$ cat src/rtl/fp_adder_pkg.sv
// Shared constants and types for the FP adder mantissa datapath.
package fp_adder_pkg;

    // Operation encoding on the a_s input.
    localparam logic OP_ADD = 1'b0;
    localparam logic OP_SUB = 1'b1;

    // Default mantissa width: hidden + fraction + guard, round and sticky bits.
    localparam int MANT_W = 28;
    localparam int TAG_W  = 4;

    // Stage-1 record at the default widths. The adder block builds the same
    // layout from its own parameters, so non-default widths stay consistent.
    typedef struct packed {
        logic [MANT_W-1:0] mag_big;
        logic [MANT_W-1:0] mag_small;
        logic              esub;
        logic              sign_big;
        logic [TAG_W-1:0]  tag;
    } st1_t;

endpackage

$ cat src/rtl/lead_zero_count.sv
// Combinational leading-zero count. An all-zero input reports W.
module lead_zero_count #(
    parameter int W = 28
) (
    input  logic [W-1:0]             val_i,
    output logic [$clog2(W+1)-1:0]   cnt_o
);

    localparam int CW = $clog2(W+1);

    // Scan from LSB to MSB so the highest set bit determines the count.
    always_comb begin
        cnt_o = CW'(W);
        for (int i = 0; i < W; i++) begin
            if (val_i[i]) begin
                cnt_o = CW'(W - 1 - i);
            end
        end
    end

endmodule

$ cat src/rtl/mant_addsub_pipe.sv
// Two-stage sign-magnitude mantissa add/subtract with valid/ready backpressure.
// Stage 1 orders the operands by magnitude; stage 2 adds or subtracts them.
// Optional feature macro: MANT_ADDSUB_LZC_EN adds a registered leading-zero
// count output (lzc) aligned with s.
module mant_addsub_pipe
    import fp_adder_pkg::*;
#(
    parameter int W    = MANT_W,
    parameter int TAGW = TAG_W
) (
    input  logic                     clk,
    input  logic                     rst,
    input  logic                     in_valid,
    output logic                     in_ready,
    input  logic                     sa,
    input  logic                     sb,
    input  logic [W-1:0]             a,
    input  logic [W-1:0]             b,
    input  logic                     a_s,
    input  logic [TAGW-1:0]          in_tag,
    output logic                     out_valid,
    input  logic                     out_ready,
    output logic [W-1:0]             s,
    output logic                     so,
    output logic                     co,
`ifdef MANT_ADDSUB_LZC_EN
    output logic [$clog2(W+1)-1:0]   lzc,
`endif
    output logic [TAGW-1:0]          out_tag
);

    typedef struct packed {
        logic [W-1:0]    mag_big;
        logic [W-1:0]    mag_small;
        logic            esub;
        logic            sign_big;
        logic [TAGW-1:0] tag;
    } st_rec_t;

    logic            vld_p1_q, vld_p2_q;
    logic            adv, acc;
    st_rec_t         st_p1_d, st_p1_q;
    logic [W-1:0]    s_p2_d, s_p2_q;
    logic            so_p2_d, so_p2_q;
    logic            co_p2_d, co_p2_q;
    logic [TAGW-1:0] tag_p2_q;
    logic [W:0]      sum_w;
    logic [W-1:0]    diff_w;

    // Stage 2 may advance when it is empty or being drained; stage 1 may take
    // a new operand when it is empty or moving on. No path from in_valid.
    assign adv      = out_ready | ~vld_p2_q;
    assign in_ready = ~vld_p1_q | adv;
    assign acc      = in_valid & in_ready;

    // Effective operation and magnitude ordering of the incoming operands.
    always_comb begin
        logic sbe;
        logic ge;
        st_p1_d           = '0;
        sbe               = sb ^ (a_s == OP_SUB);
        ge                = (a >= b);
        st_p1_d.mag_big   = ge ? a : b;
        st_p1_d.mag_small = ge ? b : a;
        st_p1_d.esub      = sa ^ sbe;
        st_p1_d.sign_big  = ge ? sa : sbe;
        st_p1_d.tag       = in_tag;
    end

    // ---- stage 1 boundary ----
    // Stage-1 valid: refilled (or emptied) whenever the stage can accept.
    always_ff @(posedge clk) begin
        if (rst) begin
            vld_p1_q <= 1'b0;
        end else if (in_ready) begin
            vld_p1_q <= acc;
        end
    end

    // Stage-1 operand record, loaded only on an accepted input.
    always_ff @(posedge clk) begin
        if (acc) begin
            st_p1_q <= st_p1_d;
        end
    end

    // Magnitude add or subtract; big >= small so the difference is never negative.
    always_comb begin
        sum_w   = {1'b0, st_p1_q.mag_big} + {1'b0, st_p1_q.mag_small};
        diff_w  = st_p1_q.mag_big - st_p1_q.mag_small;
        s_p2_d  = sum_w[W-1:0];
        co_p2_d = sum_w[W];
        so_p2_d = st_p1_q.sign_big;
        if (st_p1_q.esub) begin
            s_p2_d  = diff_w;
            co_p2_d = 1'b0;
            // An exact cancellation is a positive zero.
            so_p2_d = (diff_w == '0) ? 1'b0 : st_p1_q.sign_big;
        end
    end

`ifdef MANT_ADDSUB_LZC_EN
    logic [$clog2(W+1)-1:0] lzc_p2_d, lzc_p2_q;

    lead_zero_count #(
        .W (W)
    ) u_lzc (
        .val_i (s_p2_d),
        .cnt_o (lzc_p2_d)
    );

    // Leading-zero count registered alongside the result.
    always_ff @(posedge clk) begin
        if (rst) begin
            lzc_p2_q <= '0;
        end else if (adv && vld_p1_q) begin
            lzc_p2_q <= lzc_p2_d;
        end
    end

    assign lzc = lzc_p2_q;
`endif

    // ---- stage 2 boundary ----
    // Output register: holds while stalled, only loads real stage-1 data.
    always_ff @(posedge clk) begin
        if (rst) begin
            vld_p2_q <= 1'b0;
            s_p2_q   <= '0;
            so_p2_q  <= 1'b0;
            co_p2_q  <= 1'b0;
            tag_p2_q <= '0;
        end else if (adv) begin
            vld_p2_q <= vld_p1_q;
            if (vld_p1_q) begin
                s_p2_q   <= s_p2_d;
                so_p2_q  <= so_p2_d;
                co_p2_q  <= co_p2_d;
                tag_p2_q <= st_p1_q.tag;
            end
        end
    end

    assign out_valid = vld_p2_q;
    assign s         = s_p2_q;
    assign so        = so_p2_q;
    assign co        = co_p2_q;
    assign out_tag   = tag_p2_q;

endmodule

$ cat config.mk
export PLATFORM = sky130hd
export DESIGN_NAME = mant_addsub_pipe
export DESIGN_NICKNAME = d
export VERILOG_FILES = /design/src/rtl/fp_adder_pkg.sv /design/src/rtl/lead_zero_count.sv /design/src/rtl/mant_addsub_pipe.sv
export SDC_FILE = /design/constraint.sdc
export NUM_CORES = 1
export LEC_CHECK = 0
export CORE_UTILIZATION = 51
export DETAILED_ROUTE_END_ITERATION = 16
export HOLD_SLACK_MARGIN = 0.02
export PLACE_DENSITY = 0.78
export SYNTH_ARGS = -nofsm -noshare
export SYNTH_HDL_FRONTEND = slang
export SYNTH_SLANG_ARGS = --single-unit
export TNS_END_PERCENT = 10
$ cat constraint.sdc
create_clock -name clk -period 3.7 [get_ports clk]
set_clock_uncertainty 0.05 [all_clocks]
set_input_delay 0.74 -clock clk [delete_from_list [all_inputs] [get_ports clk]]
set_output_delay 0.74 -clock clk [all_outputs]
set_load 0.01 [all_outputs]
==> results of run 1 <==
## tightest hold or removal path: stages (launching register included)
cell     delay, ps
dfxtp_1        310
nand2_1         50
a21oi_1         50
## cell usage in the layout (no fill, tap or decap), drive strengths merged, types with 5 or more instances in the layout
master / synthesis / routed
a211oi: 23 / 23
a21o: 20 / 20
a21oi: 62 / 62
a221oi: 5 / 5
a31oi: 6 / 6
and3: 8 / 8
buf: 22 / 66
clkbuf: 22 / 12
clkdlybuf4s50: 0 / 98
dfxtp: 36 / 36
edfxtp: 62 / 62
ha: 83 / 83
inv: 79 / 81
mux2: 57 / 57
mux2i: 12 / 12
nand2: 70 / 70
nand2b: 15 / 15
nand3: 15 / 15
nand4: 9 / 9
nor2: 60 / 60
nor2b: 14 / 14
nor3: 16 / 16
nor4: 5 / 5
o211ai: 8 / 8
o21ai: 38 / 38
o21bai: 9 / 9
o31ai: 9 / 9
xnor2: 33 / 33
xor2: 8 / 8
## power by group through the flow
stage	combinational [mW]	clock [mW]	sequential (mW)
floorplan	1.02	0	1.36
global placement	1.53	0	1.35
detailed placement	1.55	0	1.35
CTS	1.60	0.970	1.33
global route	1.81	1.01	1.34
finish	1.66	0.958	1.33
## cell families (layout without fill, tap and decap cells)
family | Yosys count | count (layout) | share of synthesized area
AO/OA/AOI/OAI | 225 | 225 | 0.1915
XOR/XNOR | 41 | 41 | 0.04520
adder cells (fa/ha/maj) | 85 | 85 | 0.1357
buffers and inverters | 123 | 264 | 0.06362
flip-flops | 98 | 98 | 0.3250
multiplexers | 69 | 69 | 0.09591
AND/OR/NAND/NOR | 235 | 235 | 0.1430
## how the worst min path moves through the flow
stage / from / to / slack (ps)
detailed placement: s[6] / s[6] / 390
global route: s[25] / s[25] / 430
floorplan: s[26] / s[26] / 420
global placement: s[26] / s[26] / 380
finish: s[9] / s[9] / 400
CTS: s[9] / s[9] / 400
## per-layer routing
metal | up-vias | GRT usage | wire length, µm
met5 | - | 0 | 0
met4 | 0 | 0.05672 | 295
met3 | 27 | 0.04175 | 1442
met2 | 259 | 0.3988 | 8968
met1 | 3256 | 0.3482 | 9185
li1 | 3442 | - | -
## cell type report
type                       instances  area, µm²  area share
clock inverter                     5      31.28    0.003130
inverter                          79      296.5     0.02967
multi-input combinational        655       4954      0.4956
sequential                        98       2582      0.2584
clock buffer                      11      275.3     0.02754
timing repair buffer             169       1620      0.1621
tap                              188      235.2     0.02354
## stage by stage
| step | worst slack [ps] | utilization | instances |
|---|---|---|---|
| after CTS | 3.509 | 0.6507 | 1202 |
| after detailed placement | -695.1 | 0.6229 | 1183 |
| final | 87.03 | 0.6574 | 1205 |
| after global placement | -591.7 | 0.6229 | 1183 |
| after floorplan | 90.58 | - | 876 |
| after global routing | -38.26 | 0.6574 | 1205 |
## sequential cells by signal, summed over array words and instances (netlist names)
signal and count:
co 1, vld_p1_q 1, out_valid 1, st_p1_q 62
so 1, out_tag 4, s 28
## what timing repair did
| action | 4_1_cts | 5_1_grt |
|---|---|---|
| hold endpoints to repair | 0 | 0 |
| buffers inserted | 1 | 1 |
| resized for setup | 13 | 14 |
| gates cloned | 2 | 2 |
| pin swaps | 5 | 14 |
| endpoints found under the setup margin | 57 | 57 |
==> impl_metrics.ini, run 1 <==
[setup_path]
arrival_ps = 3810
worst-path-buf-inv = 2
crit_required_ps = 3900
endpoint_kind = register
cp-startpoint = st_p1_q[34]
start_kind = register
path_class = register to register
crit_fanout = 4
cpLargestDelayFamily = compound AO/OA/AOI/OAI gates
r2r_start = st_p1_q[34]
reg2reg_slack_ps = 90
path_depth = 14
crit_chain = inv_1 > ha_2 > inv_1 > fa_2 > a21o_1 > a221o_1 > nand4_2 > a21oi_1 > and3b_2 > o2111ai_1 > or4_1 > nor4_2 > a31oi_1 > a211o_1
crit_end = so
ff2ff_path_depth = 14
slowest_delay_ps = 560
cp_common_cell = inv_1
crit_slowest_cell = or4_1
timing.rr.end = so

[hold_path]
holdPathStages = 2
hold_class = register to register

[sta]
worstMarginPinSlew_ps = 789.7
slew_violations = 0
rsz0062_at_grt = true
relSlewSlack = 0.4599
hold_viol_final = 0
finalSetupTns_ps = 0
setup_viol = 0
timing.final.crit_share = 0.9765
period_needed_ps = 3613
whs_ps = 400.4
max_freq_mhz = 276.8

[grt]
overflow = 0
grt_first_pass_wirelength_mm = 31.85
grt_usage = 0.2480
grt_max_degree = 46
antenna_found_initial = 0
first_global_vias = 6468

[cts]
clk_path_buf_depth = 2
cts_tree = yes
htreeDepth = 3
cts_buffers = 9
clock_latency_ps = 350
cts.sinks = 98
cts_root_buf = clkbuf_16
cts_hold_buf = 0
clkTransAtPathRegs_ps = 70

[layout]
drive_gt1_frac = 0.1672
fin_area_mm2 = 0.009995
n_fill_cell = 1246
nets = 1164
syn_to_final_growth_pct = 25.80
num_antenna_cells = 0

[routing]
viasPerCell = 5.796
dr.pass1.iters = 7
drcViolationCount = 0
drtIter0Drc = 571
routed_wl_mm = 19.89
wire_per_inst_um = 16.51
vias = 6984
antenna_left = 0

[power]
fin_total_pwr_mw = 3.952
swShare = 0.3432
internal-power_mw = 2.596
combPwrFrac = 0.421
powerDensity_mw_per_mm2 = 395.4
p_leak_nw = 4.244
clkPwrFrac = 0.242
p_switching_mw = 1.356
peakVddDrop_uv = 246.1
p_seq_frac = 0.336

[logic_synthesis]
ys.flop_type = edfxtp_1
synth.most_common_cell = ha_1
synth_edf_count = 62
synth-seq-cells = 98
synthArstFlopShare = 0
syn_nets = 1028
synth.largest_area_cell = edfxtp_1
synthTopCellsByCount = 83 x ha_1, 78 x inv_1, 70 x nand2_1
ys_types = 74
synth_area_mm2 = 0.007945
syn_inst = 876
yosys.area.top_type_share = 0.2343
ys_seq_area_frac = 0.3250
yosysWarnings = 0
syn_area_per_cell_um2 = 9.070
synth_area_leaders = edfxtp_1 23%, ha_1 13%, dfxtp_1 9.1%

[floorplan]
dieWidth_um = 126.8
start_util = 0.5226
die_area_mm2 = 0.01608
rows = 45
dieHeight_um = 126.8
boundaryPins = 103
coreArea_mm2 = 0.01520

[status]
outcome = completed

[flow_run]
cap_violations = 0

[placement]
portBuffers = 102
place_area_mm2 = 0.009469
gp_congestion = 0.9247
dp_hpwl_mm = 14.91
No activity file was read; power rests on OpenSTA's default activity.
==> run 2: changes to the inputs <==
Settings changed: CORE_MARGIN set to 1.
==> results of run 2 <==
The final DEF is identical to that of run 1; final timing and power are the same.
==> run 3: changes to the inputs <==
Settings changed: CTS_BUF_LIST set to sky130_fd_sc_hd__clkbuf_16, CTS_CLUSTER_SIZE set to 8, SETUP_SLACK_MARGIN set to 0.4.
==> impl_metrics.ini, run 3 (synthesis gave the netlist of run 1 again) <==
[cts]
clkTransAtPathRegs_ps = 60
htreeDepth = 3
cts.sinks = 98
cts_tree = yes
cts_buffers = 9
clk_path_buf_depth = 2
clock_latency_ps = 350
cts_root_buf = clkbuf_16

[layout]
n_fill_cell = 1169
num_antenna_cells = 0
final_common_cell = clkdlybuf4s50_1
syn_to_final_growth_pct = 29.84
seq_area_mm2 = 0.002582
drive_gt1_frac = 0.1982
final_cell_mix = 89 x clkdlybuf4s50_1, 78 x ha_1, 74 x inv_1
largest-register = st_p1_q
nets = 1162
multiInputGateArea_mm2 = 0.005205
largest_register_ffs = 62

[setup_path]
cpLargestDelayFamily = compound AO/OA/AOI/OAI gates
ff2ff_path_depth = 14
arrival_ps = 3840
crit_chain = inv_1 > ha_2 > inv_2 > fa_2 > a21o_1 > a221o_1 > nand4_2 > nand3_2 > a311o_1 > a21bo_1 > or4_4 > nor4_4 > a31oi_1 > a211o_1
slowest_delay_ps = 540
start_kind = register
r2r_start = st_p1_q[34]
path_depth = 14
endpoint_kind = register
cp-startpoint = st_p1_q[34]
crit_end = so
crit_fanout = 3
crit_slowest_cell = or4_4
timing.rr.end = so
crit_required_ps = 3890
path_class = register to register
worst-path-buf-inv = 2
reg2reg_slack_ps = 60

[sta]
whs_ps = 397.4
final.setup.worst_slack_ps = 58.22
slew_violations = 0
worstMarginPinSlew_ps = 595.4
max_freq_mhz = 274.6
period_needed_ps = 3642
timing.final.crit_share = 0.9843
hold_viol_final = 0
setup_viol = 0
finalSetupTns_ps = 0
relSlewSlack = 0.5928
rsz0062_at_grt = true

[routing]
routed_wl_mm = 20.43
drcViolationCount = 0
dr.pass1.iters = 6
viasPerCell = 5.849
vias = 7031
wire_per_inst_um = 17.00
antenna_left = 0
drtIter0Drc = 637

[floorplan]
die_area_mm2 = 0.01608
start_util = 0.5226
dieHeight_um = 126.8
rows = 45
dieWidth_um = 126.8
boundaryPins = 103
coreArea_mm2 = 0.01520

[placement]
gp_congestion = 0.9392
dp_hpwl_mm = 14.61
dpl_worst_slack_ps = -363.1
portBuffers = 102

[power]
p_leak_nw = 4.456
fin_total_pwr_mw = 4.155
peakVddDrop_uv = 277.0
powerDensity_mw_per_mm2 = 402.8

[status]
outcome = completed

[grt]
antenna_found_initial = 0
grt_usage = 0.2544
first_global_vias = 6545
overflow = 0
grt_first_pass_wirelength_mm = 32.49
grt_max_degree = 46

[hold_path]
hold_class = register to register

[flow_run]
cap_violations = 0
[run 3: cell types whose count changed in the layout (fill, tap and decap cells not counted), sizes merged, moves of 2 or more]
cell	before	now
clkdlybuf4s50	98	89
clkinv	3	0
dlymetal6s2s	4	7
dlygate4sd2	0	2
clkbuf	12	16
[run 3: worst min-delay path by stage]
stage,start,end,slack (ps),cells after the start
3_5_place_dp,s[26],s[26],390,2
6_report,s[26],s[26],400,2
4_1_cts,s[26],s[26],400,2
3_3_place_gp,s[26],s[26],380,2
2_1_floorplan,s[26],s[26],420,2
5_1_grt,out_tag[2],out_tag[2],420,2
[run 3: worst min-delay path: stages, from the launching register on]
cell	delay [ps]
dfxtp_1	310
nand2_1	50
nand2_1	40
[run 3: timing repair]
item / in CTS / in global routing
endpoints found under the setup margin: 63 / 68
gates resized for setup: 33 / 81
pin swaps: 16 / 32
hold buffers: 0 / 0
setup buffers: 5 / 5
gates cloned: 4 / 0
[run 3: power breakdown]
part | switching [mW] | internal [mW] | total (mW)
combinational | 0.932 | 0.835 | 1.77
clock | 0.403 | 0.655 | 1.06
sequential | 0.0533 | 1.28 | 1.33
total | 1.39 | 2.77 | 4.16
[run 3: layer usage]
layer	global-route usage	vias to the layer above	share of wire
met2	0.4050	281	0.45
met1	0.3455	3267	0.45
li1	-	3439	-
met3	0.04766	44	0.072
met4	0.08964	0	0.030
met5	0	-	0
[run 3: layout make-up]
class | instances | area share
multi-input cells | 655 | 0.5046
flip-flops and latches | 98 | 0.2503
repair buffers | 167 | 0.1590
clock buffers | 14 | 0.03396
inverters | 79 | 0.02899
well taps | 188 | 0.02280
clock inverters | 1 | 0.0003639
[run 3: through the flow]
step	utilization	instances	instance area [µm²]
3_3_place_gp	0.6188	1173	9408
2_1_floorplan	-	876	8020
5_1_grt	0.6786	1202	10320
6_report	0.6786	1202	10320
4_1_cts	0.6563	1197	9977
3_5_place_dp	0.6188	1173	9408
